## src/rtl/wash_pkg.sv

```systemverilog
// Shared definitions for the washing-machine program controller.
//   state_t    : phase encoding, also driven directly onto the stage port
//   MODE_*     : program-select codes latched at start
//   quick_dur  : duration used by the quick program, max(d>>1, 1)
package wash_pkg;

  typedef enum logic [2:0] {
    ST_IDLE  = 3'd0,
    ST_FILL  = 3'd1,
    ST_WASH  = 3'd2,
    ST_RINSE = 3'd3,
    ST_SPIN  = 3'd4,
    ST_DONE  = 3'd5
  } state_t;

  localparam logic [1:0] MODE_NORMAL     = 2'b00;
  localparam logic [1:0] MODE_QUICK      = 2'b01;
  localparam logic [1:0] MODE_RINSE_SPIN = 2'b10;
  localparam logic [1:0] MODE_SPIN_ONLY  = 2'b11;

  function automatic int unsigned quick_dur(input int unsigned d);
    return ((d >> 1) == 0) ? 1 : (d >> 1);
  endfunction

endpackage

```

## src/rtl/wash_phase_timer.sv

```systemverilog
// Phase timer: counts cycles spent in the current phase.
//   clk, rst : clock, async active-high reset
//   clr      : synchronous clear (wins over en)
//   en       : advance the count this cycle
//   dur      : current phase length in cycles
//   expire   : en & (count == dur-1), i.e. the phase ends on this edge
module wash_phase_timer #(
  parameter int TIMER_W = 16
) (
  input  logic               clk,
  input  logic               rst,
  input  logic               clr,
  input  logic               en,
  input  logic [TIMER_W-1:0] dur,
  output logic               expire
);

  logic [TIMER_W-1:0] count;

  always_ff @(posedge clk or posedge rst) begin
    if (rst)      count <= '0;
    else if (clr) count <= '0;
    else if (en)  count <= count + 1'b1;
  end

  assign expire = en & (count == dur - 1'b1);

endmodule

```

## src/rtl/wash_cycle_ctrl.sv

```systemverilog
// Washing-machine program controller: sequences FILL, WASH, RINSE x n, SPIN
// and DONE according to the program latched at start.
//   clk, rst           : clock, async active-high reset
//   start, mode, rinses: program request and selection (sampled in IDLE)
//   supply, door_closed: run enable; either low pauses the program
//   abort              : force the running program to DONE
//   stage              : current phase (0 IDLE .. 5 DONE)
//   busy, door_lock    : program in progress
//   paused             : busy but held by supply/door
//   done               : one-cycle pulse in DONE
//   rinse_idx          : zero-based rinse pass, 0 outside RINSE
//
// state    | meaning
// IDLE     | waiting for an accepted start
// FILL     | water inlet
// WASH     | main wash (normal/quick only)
// RINSE    | rinse passes back-to-back, rinse_idx counts them
// SPIN     | final spin
// DONE     | one cycle, then back to IDLE
module wash_cycle_ctrl
  import wash_pkg::*;
#(
  parameter int TIMER_W    = 16,
  parameter int FILL_TIME  = 3,
  parameter int WASH_TIME  = 4,
  parameter int RINSE_TIME = 4,
  parameter int SPIN_TIME  = 4,
  parameter int MAX_RINSES = 3,
  parameter int RC_W       = 2
) (
  input  logic            clk,
  input  logic            rst,
  input  logic            start,
  input  logic [1:0]      mode,
  input  logic [RC_W-1:0] rinses,
  input  logic            supply,
  input  logic            door_closed,
  input  logic            abort,
  output logic [2:0]      stage,
  output logic            busy,
  output logic            door_lock,
  output logic            paused,
  output logic            done,
  output logic [RC_W-1:0] rinse_idx
);

  localparam logic [RC_W-1:0] RC_MAX = RC_W'(MAX_RINSES);

  state_t             state, state_nx;
  logic [1:0]         mode_q;
  logic [RC_W-1:0]    n_q, idx_q, idx_nx;
  logic               paused_q;
  logic               run_en, in_phase, start_ok, phase_end;
  logic [TIMER_W-1:0] dur;
  int unsigned        base_dur;

  assign run_en   = supply & door_closed;
  assign in_phase = (state == ST_FILL) || (state == ST_WASH) ||
                    (state == ST_RINSE) || (state == ST_SPIN);
  assign start_ok = (state == ST_IDLE) & start & run_en;

  always_comb begin
    base_dur = 1;
    case (state)
      ST_FILL:  base_dur = FILL_TIME;
      ST_WASH:  base_dur = WASH_TIME;
      ST_RINSE: base_dur = RINSE_TIME;
      ST_SPIN:  base_dur = SPIN_TIME;
      default:  base_dur = 1;
    endcase
    dur = TIMER_W'((mode_q == MODE_QUICK) ? quick_dur(base_dur) : base_dur);
  end

  // Cleared on every phase end (including rinse pass to rinse pass) and
  // held at zero outside the timed phases, so each phase starts from 0.
  wash_phase_timer #(.TIMER_W(TIMER_W)) u_timer (
    .clk    (clk),
    .rst    (rst),
    .clr    (phase_end | ~in_phase),
    .en     (run_en & in_phase),
    .dur    (dur),
    .expire (phase_end)
  );

  always_ff @(posedge clk or posedge rst) begin
    if (rst) begin
      mode_q <= MODE_NORMAL;
      n_q    <= '0;
    end else if (start_ok) begin
      mode_q <= mode;
      if (rinses == '0)         n_q <= RC_W'(1);
      else if (rinses > RC_MAX) n_q <= RC_MAX;
      else                      n_q <= rinses;
    end
  end

  always_comb begin
    state_nx = state;
    idx_nx   = idx_q;
    case (state)
      ST_IDLE:
        if (start_ok) state_nx = (mode == MODE_SPIN_ONLY) ? ST_SPIN : ST_FILL;
      ST_FILL:
        if (abort) state_nx = ST_DONE;
        else if (phase_end)
          state_nx = (mode_q == MODE_RINSE_SPIN) ? ST_RINSE : ST_WASH;
      ST_WASH:
        if (abort) state_nx = ST_DONE;
        else if (phase_end) state_nx = ST_RINSE;
      ST_RINSE:
        if (abort) state_nx = ST_DONE;
        else if (phase_end) begin
          if (idx_q == n_q - 1'b1) state_nx = ST_SPIN;
          else                     idx_nx   = idx_q + 1'b1;
        end
      ST_SPIN:
        if (abort) state_nx = ST_DONE;
        else if (phase_end) state_nx = ST_DONE;
      ST_DONE:
        state_nx = ST_IDLE;
      default:
        state_nx = ST_IDLE;
    endcase
    if (state_nx != ST_RINSE) idx_nx = '0;
  end

  // paused is registered from the run_en sampled at the edge, so it is high
  // exactly in the cycles that follow an edge where a busy state was held.
  always_ff @(posedge clk or posedge rst) begin
    if (rst) begin
      state    <= ST_IDLE;
      idx_q    <= '0;
      paused_q <= 1'b0;
    end else begin
      state    <= state_nx;
      idx_q    <= idx_nx;
      paused_q <= (state_nx != ST_IDLE) & ~run_en;
    end
  end

  assign stage     = state;
  assign busy      = (state != ST_IDLE);
  assign door_lock = busy;
  assign paused    = paused_q;
  assign done      = (state == ST_DONE);
  assign rinse_idx = idx_q;

endmodule

```

## config.mk

```make
export PLATFORM = sky130hd
export DESIGN_NAME = wash_cycle_ctrl
export DESIGN_NICKNAME = d
export VERILOG_FILES = /design/src/rtl/wash_pkg.sv /design/src/rtl/wash_phase_timer.sv /design/src/rtl/wash_cycle_ctrl.sv
export SDC_FILE = /design/constraint.sdc
export NUM_CORES = 1
export LEC_CHECK = 0
export BUFFER_PORTS_ARGS = -buffer_cell sky130_fd_sc_hd__buf_2
export CORE_ASPECT_RATIO = 0.8
export CORE_UTILIZATION = 45
export DETAILED_ROUTE_END_ITERATION = 8
export PLACE_DENSITY = 0.76
export SKIP_LAST_GASP = 1
export SYNTH_ARGS = -nofsm -noshare
export SYNTH_HDL_FRONTEND = slang
export SYNTH_SLANG_ARGS = --single-unit
```

## constraint.sdc

```tcl
create_clock -name clk -period 3.14 [get_ports clk]
set_clock_uncertainty 0.05 [all_clocks]
set_input_delay 0.785 -clock clk [delete_from_list [all_inputs] [get_ports clk]]
set_output_delay 0.785 -clock clk [all_outputs]
set_load 0.02 [all_outputs]
```

After elaboration in Yosys (flattened, before gate mapping)
Cells that the tools add are included.
Widths: inputs -> output; s select.
{"block": "totals", "word_cells": 71, "reg_bits": 26}
{"block": "classes", "eq_ne": 13, "n_mux": 25, "bitwise": 9, "addsub": 4, "reduce_logical": 13, "order_cmp": 1}
{"op": "$mux 16", "n": 3}
{"op": "$mux 3", "n": 11}
{"op": "$logic_not 32->1", "n": 1}
{"op": "$add 16x1->16 const B", "n": 1}
{"op": "$eq 16x16->1", "n": 1}
{"op": "$mux 2", "n": 8}
{"op": "$sub 16x1->16 const B", "n": 1}
{"op": "$pmux 3 s5", "n": 1}
{"op": "$and 1x1->1", "n": 6}
{"op": "$eq 3x2->1 const B", "n": 2}
{"op": "$eq 3x3->1 const B", "n": 2}
{"op": "$pmux 3 s2", "n": 1}
{"op": "$reduce_bool 2->1", "n": 3}
{"op": "$reduce_bool 3->1", "n": 2}
{"op": "$eq 2x2->1 const B", "n": 2}
{"op": "$ne 2x1->1 const B", "n": 2}
{"op": "$reduce_and 4->1", "n": 1}
{"op": "$eq 3x1->1 const B", "n": 1}
{"op": "$logic_not 3->1", "n": 1}
{"op": "$logic_or 1x1->1", "n": 3}
{"op": "$ne 3x2->1 const B", "n": 1}
{"op": "$reduce_or 3->1", "n": 1}
{"op": "$add 2x1->2 const B", "n": 1}
{"op": "$eq 2x1->1 const B", "n": 1}
{"op": "other kinds (7)", "n": 8}

Depth between registers and ports, before layout
{"block": "depth", "word_depth": 15, "ltp_mapped": 12}

Modules after synthesis
Synthesis repeated with hierarchy kept, for this count alone.
{"block": "unflattened", "hier_cells": 230, "hier_area_um2": 1950.6}
{"mod": "wash_phase_timer", "area_per_inst_um2": 1298.7, "instances": 1, "cells_per_inst": 156}
{"mod": "wash_cycle_ctrl", "area_per_inst_um2": 651.9, "instances": 1, "cells_per_inst": 74}

Least setup slack after synthesis
OpenSTA, ideal clock, no wires.
{"block": "synth_timing", "path_type": "flip-flop to flip-flop", "start": "register state[0] (netlist: stage[0])", "end": "register idx_q[0] (netlist: rinse_idx[0])", "setup_ps": 130, "path_buffers": 1, "synth_period_minus_slack_ps": 2788, "required_ps": 2960, "path_slack_ps": 352, "arrival_time_ps": 2608, "stages_incl_launch_ff": 12, "path_cell_list": "dfrtp_1 -> buf_6 -> or3b_4 -> a21oi_1 -> a21oi_1 -> ha_1 -> xor2_1 -> a2111o_1 -> o311ai_4 -> nand3_1 -> a211oi_2 -> nor3_1"}
{"block": "synth_via", "elab_chain_len": 15}
{"item": "start, declared", "line": "wash_cycle_ctrl.sv:49", "text": "state_t state, state_nx;"}
{"item": "start signal, assigned", "line": "wash_cycle_ctrl.sv:135", "text": "state <= state_nx;"}
{"item": "$eq 3x2->1 (tied with other cells)", "line": "wash_cycle_ctrl.sv:58, wash_cycle_ctrl.sv:64, wash_cycle_ctrl.sv:100"}
{"item": "$reduce_or 3->1 (no source line)"}
{"item": "$pmux 3 s2", "line": "wash_cycle_ctrl.sv:64", "text": "case (state)"}
{"item": "$logic_not 32->1", "line": "wash_pkg.sv:22", "text": "return ((d >> 1) == 0) ? 1 : (d >> 1);"}
{"item": "$mux 2", "line": "wash_pkg.sv:22"}
{"item": "$mux 16", "line": "wash_cycle_ctrl.sv:71", "text": "dur = TIMER_W'((mode_q == MODE_QUICK) ? quick_dur(base_dur) : base_dur);"}
{"item": "$sub 16x1->16", "line": "wash_phase_timer.sv:26", "text": "assign expire = en & (count == dur - 1'b1);"}
{"item": "$eq 16x16->1", "line": "wash_phase_timer.sv:26"}
{"item": "$and 1x1->1", "line": "wash_phase_timer.sv:26"}
{"item": "$mux 3, on equally long branches (2 in series)"}
{"item": "$pmux 3 s5", "line": "wash_cycle_ctrl.sv:100", "text": "case (state)"}
{"item": "$ne 3x2->1", "line": "wash_cycle_ctrl.sv:124", "text": "if (state_nx != ST_RINSE) idx_nx = '0;"}
{"item": "$ne 2x1->1 (no source line) or $reduce_bool 2->1 (tied branches)"}
{"item": "$reduce_and 4->1 (no source line)"}
{"item": "end signal, assigned", "line": "wash_cycle_ctrl.sv:136", "text": "idx_q <= idx_nx;"}
{"item": "end, declared", "line": "wash_cycle_ctrl.sv:51", "text": "logic [RC_W-1:0] n_q, idx_q, idx_nx;"}
Several ways; a longest one is shown, not always the timed one.
A chain may end at the register's enable or synchronous reset.

Worst setup path in the final report
{"block": "layout_timing", "start": "register state[2] (netlist: stage[2])", "end": "register state[2] (netlist: stage[2])"}
{"block": "layout_via", "elab_chain_len": 12}
{"item": "$eq 3x2->1 (tied with other cells)", "line": "wash_cycle_ctrl.sv:58, wash_cycle_ctrl.sv:64, wash_cycle_ctrl.sv:100"}
{"item": "$reduce_or 3->1 (no source line)"}
{"item": "$pmux 3 s2", "line": "wash_cycle_ctrl.sv:64"}
{"item": "$logic_not 32->1", "line": "wash_pkg.sv:22"}
{"item": "$mux 2", "line": "wash_pkg.sv:22"}
{"item": "$mux 16", "line": "wash_cycle_ctrl.sv:71"}
{"item": "$sub 16x1->16", "line": "wash_phase_timer.sv:26"}
{"item": "$eq 16x16->1", "line": "wash_phase_timer.sv:26"}
{"item": "$and 1x1->1", "line": "wash_phase_timer.sv:26"}
{"item": "$mux 3, on equally long branches (2 in series)"}
{"item": "$pmux 3 s5 (*)", "line": "wash_cycle_ctrl.sv:100"}
{"item": "named net state_nx[2]", "line": "wash_cycle_ctrl.sv:49"}
Mark *: on every way through the listed nets, which the timed path passes. The rest lies on a longest branch.

==> results.md <==
- H-Tree Depth: 1
- Final Hold Viols: 0
- WP buf/inv: 0
- Max FO, Critical Path: 11
- Post-synth cell types: 39
- Die Y: 54.4 um
- Die width: roughly 67 um
- Worst endpoint required time: 3.30 ns
- Post-synth top area share: 0.422
- Crit path max-delay family: compound AO/OA/AOI/OAI gates
- Die area: 3670 um2
- Rel. slew slack: 0.343
- Via total after detailed routing: approximately 1.3k
- Routed WL per cell: 15.3 um
- Vias in the first global route: between 1k and 1.5k
- Core ar.: 3180 um2
- Final period util: 0.938
- Dominant cell type by area after synthesis: dfrtp_1
- Unrepaired setup endpoints after global routing: no
- Root buf cell: clkbuf_8
- Iter 0 DRT Violations: 136
- Cts bufs inserted: 3
- Synth warnings: 0
- Share of layout cells above drive strength 1: 0.176
- Place WS: 0.219 ns
- Starting Density: 0.485
- Finished Cell Area: 1690 um2
- Final Setup Violations: 0
- Area post-placement: roughly 1600 um2
- Global-route usage over all layers: 0.211
- Crit path launch type: flop
- Async S/R FF share, synth: 1.00
- FF+latch count, synth: 26
- Status: finished clean
- Tightest Pin Transition: 0.985 ns
- Layout area overhead: 9.74%
- Final WS setup: roughly 0.20 ns
- Pwr dens: 705 nW/um2
- Post-synthesis area per instance: 9.18 um2
- Worst EP arrival: 3.11 ns
- Vias per inst: 5.73
- Post-Syn Area: around 1500 um2
- Top FF cell, synth: dfrtp_1
- # fillers: 285
- Fin. max-slew vios: 0
- Max incr delay on CP: 0.51 ns
- DR pass1 iterations: 4
- Top cells by area, synth: dfrtp_1, xor2_1, nor2_1
- Crit-path cells: or3b_4, a21oi_1, a21oi_1, ha_1, xor2_2, a2111o_1, o311ai_4, nand2_2, o311ai_1, a31o_1
- CP endpoint kind: flop
- Post-Route Setup TNS: 0 ns
- DRC: 0
- Syn_nets: 180
- Nets: 196
- Slowest CP cell: dfrtp_1
- Number of port buffers: 18
- Clk sinks: 26
- First-pass GRT wire length: 5640 um
- Total congestion overflow: 0
- Leak: 0.743 nW
- Most used cell, CP: a21oi_1
- EDFF count, synth: 0
- Clk_lat worst skew: 0.27 ns
- Clk slew on worst S/H paths: ~0.090 ns
- Fin crit period: between 2 and 3 ns
- Post-Route WL: 3400 um
- Max-cap check violation count: 0
- Gpl congestion: slightly above 0.9
- Critical path class: reg -> reg
- Max VDD drop: 0.276 mV
- Row cnt: 18
- Antenna diode count: 0
- Most frequent cells in the layout: dfrtp_1, nor2_1, buf_2, nand2_1, xor2_1
- Commonest non-fill, non-tap cell in the layout: dfrtp_1
- Finished Core Util: 0.533
- CTS Hold Bufs: 0
- Worst hold path type: reg -> reg
- Fmax: 0.340 GHz
- Tot Pwr: 0.00119 W
- Final ANT Viol Nets: 0
- Initial antenna violation count: 0
- CTS tree: built
- I/O Pins: 19
- Pin count of the biggest net entering global routing: 27
- Register area share after synthesis: 0.422
- Synthesized instance count: 168
- DP Wirelength: 2500 um
- Max clock buf depth: 2
-- state kept, by name, summed over array words and instances, names as in the netlist --
signal / count
n_q: 2
u_timer.count: 16
rinse_idx: 2
mode_q: 2
stage: 3
paused: 1
-- synth_stat cells (2+ instances only) --
cell type and count:
nor4_1 3, or2_2 2, dfrtp_1 26, clkbuf_1 3, mux2i_1 2, a31o_1 2, nor2_1 25, nand3_1 11
xor2_1 13, a21oi_1 4, nor3b_1 3, ha_1 2, buf_4 3, nand2b_1 5, a31oi_1 2, o21ai_0 3
nand2_1 12, xnor2_1 7, nor3_1 5, nor2b_1 2, inv_1 8, mux2_2 2, nand4_1 7
-- logic make-up (layout without fill, tap and decap cells) --
logic type	Yosys count	count (layout)	synth area share
buf+inv	15	29	0.0487
mux	4	4	0.0276
fa+ha+maj	2	2	0.0162
compound gates	19	19	0.101
flops	26	26	0.422
simple gates	82	82	0.270
xor+xnor	20	20	0.114
-- metrics by stage --
stage                     instances  hold slack [ns]
after global routing            222            0.544
after detailed placement        219            0.498
after floorplan                 168            0.445
after CTS                       222            0.517
after global placement          219            0.458
final                           222            0.513
-- final cells by class --
| cell class | count | area [um2] | area share |
|---|---|---|---|
| Timing Repair Buffer | 18 | 90.1 | 0.0533 |
| Multi-Input combinational cell | 127 | 830 | 0.490 |
| Sequential cell | 26 | 651 | 0.385 |
| Inverter | 8 | 30.0 | 0.0178 |
| Clock buffer | 3 | 41.3 | 0.0244 |
| Tap cell | 40 | 50.0 | 0.0296 |
-- path summary, 6_finish.rpt --
check	startpoint	end	slack (ns)	depth (start not counted)
worst max-delay path	stage[2]	stage[2]	0.20	10
worst min-delay path	mode_q[1]	mode_q[1]	0.51	1
worst max register to register	stage[2]	stage[2]	0.20	10
worst min register to register	mode_q[1]	mode_q[1]	0.51	1
max in group asynchronous	rst	rinse_idx[0]	1.76	2
min in group asynchronous	rst	u_timer.count[12]	0.68	2
-- metal layers --
layer  up-vias  part of all wire  global-route usage
met4         0            0.0085              0.0461
met5         -                 0                   0
met3         4             0.053              0.0396
met2        43              0.48               0.363
met1       623              0.46               0.279
li1        603                 -                   -
-- power by group --
group	internal [W]	leakage (nW)	total [W]	switching (W)
registers	0.000388	0.348	0.000462	0.0000737
clock network	0.0000860	0.0216	0.000187	0.000101
logic	0.000203	0.373	0.000544	0.000341
-- repair_timing --
item | 4_1_cts | 5_1_grt
gates resized for setup | 0 | 2
setup endpoints to repair | 0 | 4
buffers inserted | 0 | 0
hold endpoints to repair | 0 | 0
Note: power is estimated with default switching activity, not from simulation.
